===== config.mk =====
export PLATFORM = sky130hd
export DESIGN_NAME = pipe_mul
export DESIGN_NICKNAME = d
export VERILOG_FILES = /design/src/rtl/mul_pkg.sv /design/src/rtl/pipe_mul_slot.sv /design/src/rtl/pipe_mul.sv
export SDC_FILE = /design/constraint.sdc
export NUM_CORES = 2
export LEC_CHECK = 0
export CORE_MARGIN = 10
export CORE_UTILIZATION = 65
export CTS_CLUSTER_DIAMETER = 30
export DETAILED_ROUTE_END_ITERATION = 16
export PLACE_DENSITY = 0.89
export SLEW_MARGIN = 10
export SYNTH_ARGS = -nofsm -noshare
export SYNTH_HDL_FRONTEND = slang
export SYNTH_SLANG_ARGS = --single-unit

===== constraint.sdc =====
create_clock -name clk -period 8.37 [get_ports clk]
set_input_delay 1.2555 -clock clk [delete_from_list [all_inputs] [get_ports clk]]
set_output_delay 1.2555 -clock clk [all_outputs]
set_load 0.01 [all_outputs]

===== src/rtl/mul_pkg.sv =====
// rtl/mul_pkg.sv - shared funct encodings for the pipelined multiplier
package mul_pkg;

  typedef logic [1:0] funct_t;

  localparam funct_t FN_MUL    = 2'b00;
  localparam funct_t FN_MULH   = 2'b01;
  localparam funct_t FN_MULHSU = 2'b10;
  localparam funct_t FN_MULHU  = 2'b11;

endpackage


===== src/rtl/pipe_mul_slot.sv =====
// rtl/pipe_mul_slot.sv - single valid/ready register slot with flush
module pipe_mul_slot #(
  parameter int W = 8
) (
  input  logic         clk,
  input  logic         rst_n,
  input  logic         flush,
  input  logic         in_valid,
  output logic         in_ready,
  input  logic [W-1:0] in_data,
  output logic         out_valid,
  input  logic         out_ready,
  output logic [W-1:0] out_data
);

  // The slot can take new data when empty or when its content leaves this cycle.
  assign in_ready = !out_valid || out_ready;

  // Valid bit follows the upstream handshake; payload only loads on a real transfer
  // so a stalled result stays bit-stable.
  always_ff @(posedge clk or negedge rst_n) begin
    if (!rst_n) begin
      out_valid <= 1'b0;
      out_data  <= '0;
    end else begin
      if (flush) begin
        out_valid <= 1'b0;
      end else if (in_ready) begin
        out_valid <= in_valid;
      end
      if (in_ready && in_valid) begin
        out_data <= in_data;
      end
    end
  end

endmodule


===== src/rtl/pipe_mul.sv =====
// rtl/pipe_mul.sv - parametrised valid/ready pipelined RV32M-style multiplier
module pipe_mul
  import mul_pkg::*;
#(
  parameter int XLEN   = 32,
  parameter int STAGES = 2,
  parameter int TAG_W  = 5
) (
  input  logic             clk,
  input  logic             rst_n,
  input  logic             in_valid,
  output logic             in_ready,
  input  logic [XLEN-1:0]  op_a,
  input  logic [XLEN-1:0]  op_b,
  input  logic [1:0]       funct,
  input  logic [TAG_W-1:0] in_tag,
  input  logic             flush,
  output logic             out_valid,
  input  logic             out_ready,
  output logic [XLEN-1:0]  out_result,
  output logic [TAG_W-1:0] out_tag,
  output logic             busy
);

  localparam int PW = XLEN + TAG_W;

  // Stage-1 operand register: operands already extended by one bit so a
  // single signed multiply covers all four modes.
  logic             s1_valid;
  logic [XLEN:0]    s1_a;
  logic [XLEN:0]    s1_b;
  funct_t           s1_funct;
  logic [TAG_W-1:0] s1_tag;

  // Per-stage handshake chain; index 0 is stage 1, STAGES-1 drives the outputs.
  logic [STAGES-1:0]         v;
  logic [STAGES-1:0]         rdy;
  logic [STAGES-1:0][PW-1:0] d;

  logic accept;
  logic sign_a;
  logic sign_b;

  assign sign_a = (funct == FN_MULH) || (funct == FN_MULHSU);
  assign sign_b = (funct == FN_MULH);

  assign in_ready = !s1_valid || rdy[0];
  assign accept   = in_valid && in_ready && !flush;

  // Stage 1 captures the extended operands, mode and tag on acceptance.
  always_ff @(posedge clk or negedge rst_n) begin
    if (!rst_n) begin
      s1_valid <= 1'b0;
      s1_a     <= '0;
      s1_b     <= '0;
      s1_funct <= FN_MUL;
      s1_tag   <= '0;
    end else begin
      if (flush) begin
        s1_valid <= 1'b0;
      end else if (in_ready) begin
        s1_valid <= in_valid;
      end
      if (accept) begin
        s1_a     <= {sign_a & op_a[XLEN-1], op_a};
        s1_b     <= {sign_b & op_b[XLEN-1], op_b};
        s1_funct <= funct;
        s1_tag   <= in_tag;
      end
    end
  end

  // Sign-extending both operands to 2*XLEN makes a plain modulo-2^(2*XLEN)
  // multiply equal to the true signed product in the kept bits.
  logic [2*XLEN-1:0] ext_a;
  logic [2*XLEN-1:0] ext_b;
  logic [2*XLEN-1:0] prod;
  logic [XLEN-1:0]   sel;

  assign ext_a = {{(XLEN-1){s1_a[XLEN]}}, s1_a};
  assign ext_b = {{(XLEN-1){s1_b[XLEN]}}, s1_b};
  assign prod  = ext_a * ext_b;
  assign sel   = (s1_funct == FN_MUL) ? prod[XLEN-1:0] : prod[2*XLEN-1:XLEN];

  assign v[0]          = s1_valid;
  assign d[0]          = {sel, s1_tag};
  assign rdy[STAGES-1] = out_ready;

  // Result/tag slots for stages 2..STAGES; none exist when STAGES is 1.
  for (genvar k = 1; k < STAGES; k++) begin : g_slot
    pipe_mul_slot #(
      .W(PW)
    ) u_slot (
      .clk       (clk),
      .rst_n     (rst_n),
      .flush     (flush),
      .in_valid  (v[k-1]),
      .in_ready  (rdy[k-1]),
      .in_data   (d[k-1]),
      .out_valid (v[k]),
      .out_ready (rdy[k]),
      .out_data  (d[k])
    );
  end

  assign out_valid             = v[STAGES-1];
  assign {out_result, out_tag} = d[STAGES-1];
  assign busy                  = |v;

endmodule

==> flow_metrics.tcl <==
set metrics [dict create \
    final_area_um2 45300 \
    synthFlopType "dfrtp_1" \
    gp_congestion 0.936 \
    fin_nets 5913 \
    avgViaCountPerCell 5.84 \
    syn_inst 4488 \
    synth-seq-area-share 0.0658 \
    vias 31295 \
    drtAntennaViolNets 0 \
    async_reset_ff_frac 1.00 \
    worstSetupPathType "reg -> reg" \
    die_area_um2 76100 \
    cp_slowest_cell "dfrtp_1" \
    status "complete, no violations" \
    clk_pin_slew_ns 0.10 \
    critPathCapture "g_slot[1].u_slot.out_data[36]" \
    synth_cell_types 64 \
    drc 0 \
    slowest_delay_ns 0.59 \
    relSlewSlack 0.179 \
    numCtsBuffers 9 \
    hold_violations 0 \
    clk_latency_ns 0.43 \
    setup_viol 0 \
    num_rows 93 \
    ys_ff_latch 112 \
    avgSynthCellArea_um2 9.48 \
    place_area_um2 44900 \
    cp_max_fo 19 \
    fp.dieW_um 276 \
    crit_top_cell "fa_1" \
    ys_warn_count 0 \
    startpoint "s1_b[2]" \
    hold_path.class "reg -> reg" \
    cts.sinks 112 \
    fin_crit_ns 8.08 \
    wirelength_mm 114 \
    dp_hpwl_mm 94.6 \
    ios 116 \
    grt_antenna_before_repair 3 \
    root_buffer "clkbuf_16" \
    synthesis.area_um2 42600 \
    clock_skew_ns 0.0362 \
    rr_startpoint "s1_b[2]" \
    area_growth_pct 6.48 \
    synth_nets 5902 \
    num_antenna_cells 0 \
    rr_endpoint "g_slot[1].u_slot.out_data[36]" \
    grt_usage 0.315 \
    grt_pass1_vias 36386 \
    drive_gt1_frac 0.0624 \
    fp.dieH_um 276 \
    numPortBuffers 115 \
    core_area_um2 64700 \
    grt_max_degree 61 \
    gr-total-overflow 0 \
    initial_core_util 0.658 \
    cp.required_ns 8.66 \
    synth_edf_count 0 \
    slew_viol_final 0 \
    tightestPinTransition_ns 1.23 \
    cts_tree "built" \
    dr.pass1.iters 6 \
    r2r_slack_ns 0.29 \
    cts.htree.levels 3 \
    wl_per_cell_um 21.2 \
    finalCritPeriodShare 0.965 \
    cts_hold_buffers 0 \
    r2r_cells 26 \
    critPathArrivalTime_ns 8.37 \
    fmax_ghz 0.124 \
    rsz0062_at_grt "no" \
    start_kind "flop" \
    drt-initial-drc-count 2916 \
    cts_max_path_buffers 2 \
    endpoint_kind "flop" \
    drv_cap 0 \
    grt_first_pass_wirelength_mm 187 \
]
==> what timing repair did <==
item	4_1_cts	5_1_grt
setup buffers	0	5
setup endpoints to repair	2	18
resized for setup	1	54
pin swaps	0	1
endpoints found under the hold margin	0	0
==> cell usage in the layout, fill, tap and decap left out, drive strengths merged, types with 4 or more instances in the layout <==
cell type,instances
o211ai,4
and2,531
xor2,20
a22oi,7
a31oi,9
ha,213
o21ai,57
or2,4
mux2,71
dfrtp,112
a221o,4
clkbuf,9
clkdlybuf4s50,114
nand3,22
fa,1125
a31o,4
o21a,5
a211oi,7
nand2,610
xnor2,54
o21bai,12
nor2b,32
a21o,32
nand4,11
nor2,53
buf,126
nor3,9
a21oi,86
and3,5
inv,1105
nand2b,15
==> through the flow <==
step | instances | worst slack, ns | hold WS [ns] | utilization | TNS, ns
after detailed placement | 5338 | -0.0271 | 0.456 | 0.693 | -0.0271
after CTS | 5354 | 0.00887 | 0.459 | 0.698 | 0
final | 5359 | 0.290 | 0.456 | 0.701 | 0
after global routing | 5359 | 0.00274 | 0.485 | 0.701 | 0
after floorplan | 4488 | 0.783 | 0.433 | - | 0
after global placement | 5338 | 0.286 | 0.442 | 0.693 | 0
==> cell type report <==
cell class / instances / area, um2
clock buffers: 9 / 225
flip-flops and latches: 112 / 2850
well taps: 855 / 1070
repair buffers: 240 / 2180
fillers: 4448 / 19400
clock inverters: 7 / 93.8
inverters: 1101 / 4140
multi-input cells: 3035 / 34800
==> logic make-up (layout without fill, tap and decap cells) <==
| family | Yosys count | count (layout) | share of synthesized area |
|---|---|---|---|
| xor gates and xnor gates | 74 | 74 | 0.0152 |
| adders and majority gates | 1338 | 1338 | 0.592 |
| DFF | 112 | 112 | 0.0658 |
| buffers and inverters | 1341 | 1357 | 0.119 |
| AOI/OAI and AO/OA | 250 | 250 | 0.0379 |
| muxes | 73 | 73 | 0.0193 |
| and+or+nand+nor | 1300 | 1300 | 0.151 |
==> flip-flops by register name, summed over array words and instances (netlist names) <==
signal and count:
g_slot.u_slot.out_data 37, s1_funct 2, g_slot.u_slot.out_valid 1, s1_valid 1, s1_a 33, s1_b 33, s1_tag 5
==> layer usage <==
metal / up-vias / GRT usage / share of wire
met5: - / 0 / 0.00020
met2: 1815 / 0.533 / 0.50
li1: 12879 / - / -
met1: 16044 / 0.366 / 0.33
met4: 4 / 0.192 / 0.068
met3: 553 / 0.0641 / 0.094
==> critical path, delay by kind of cell, from the launching register on <==
kind                       cells  cell delay (ns)
adders and majority gates      9             4.39
AOI/OAI and AO/OA              8             1.60
and+or+nand+nor                3             0.64
DFF                            1             0.59
buffers and inverters          5             0.55
xor gates and xnor gates       1             0.16
==> cell usage after synthesis, drive strengths merged, types with 5 or more instances <==
master,number,share of area
fa,1125,0.53
inv,1101,0.097
nand2,610,0.054
and2,531,0.078
clkbuf,232,0.020
ha,213,0.063
dfrtp,112,0.066
a21oi,86,0.010
mux2,71,0.019
o21ai,57,0.0069
xnor2,54,0.011
nor2,53,0.0047
a21o,32,0.0056
nor2b,32,0.0047
nand3,22,0.0026
xor2,20,0.0041
nand2b,15,0.0022
o21bai,12,0.0021
nand4,11,0.0016
a31oi,9,0.0013
nor3,9,0.0011
buf,8,0.0010
a211oi,7,0.0012
a22oi,7,0.0014
and3,5,0.00073
o21a,5,0.00088
==> how the worst min path moves through the flow <==
stage	startpoint	endpoint	cells past startpoint
5_1_grt	s1_tag[0]	g_slot[1].u_slot.out_data[0]	2
3_5_place_dp	s1_tag[2]	g_slot[1].u_slot.out_data[2]	2
2_1_floorplan	s1_tag[0]	g_slot[1].u_slot.out_data[0]	2
4_1_cts	s1_tag[0]	g_slot[1].u_slot.out_data[0]	2
3_3_place_gp	s1_tag[2]	g_slot[1].u_slot.out_data[2]	2
6_report	s1_tag[0]	g_slot[1].u_slot.out_data[0]	2
Power is not shown: default switching activity piles up to over one toggle a cycle in this logic, so the estimate is an artifact.
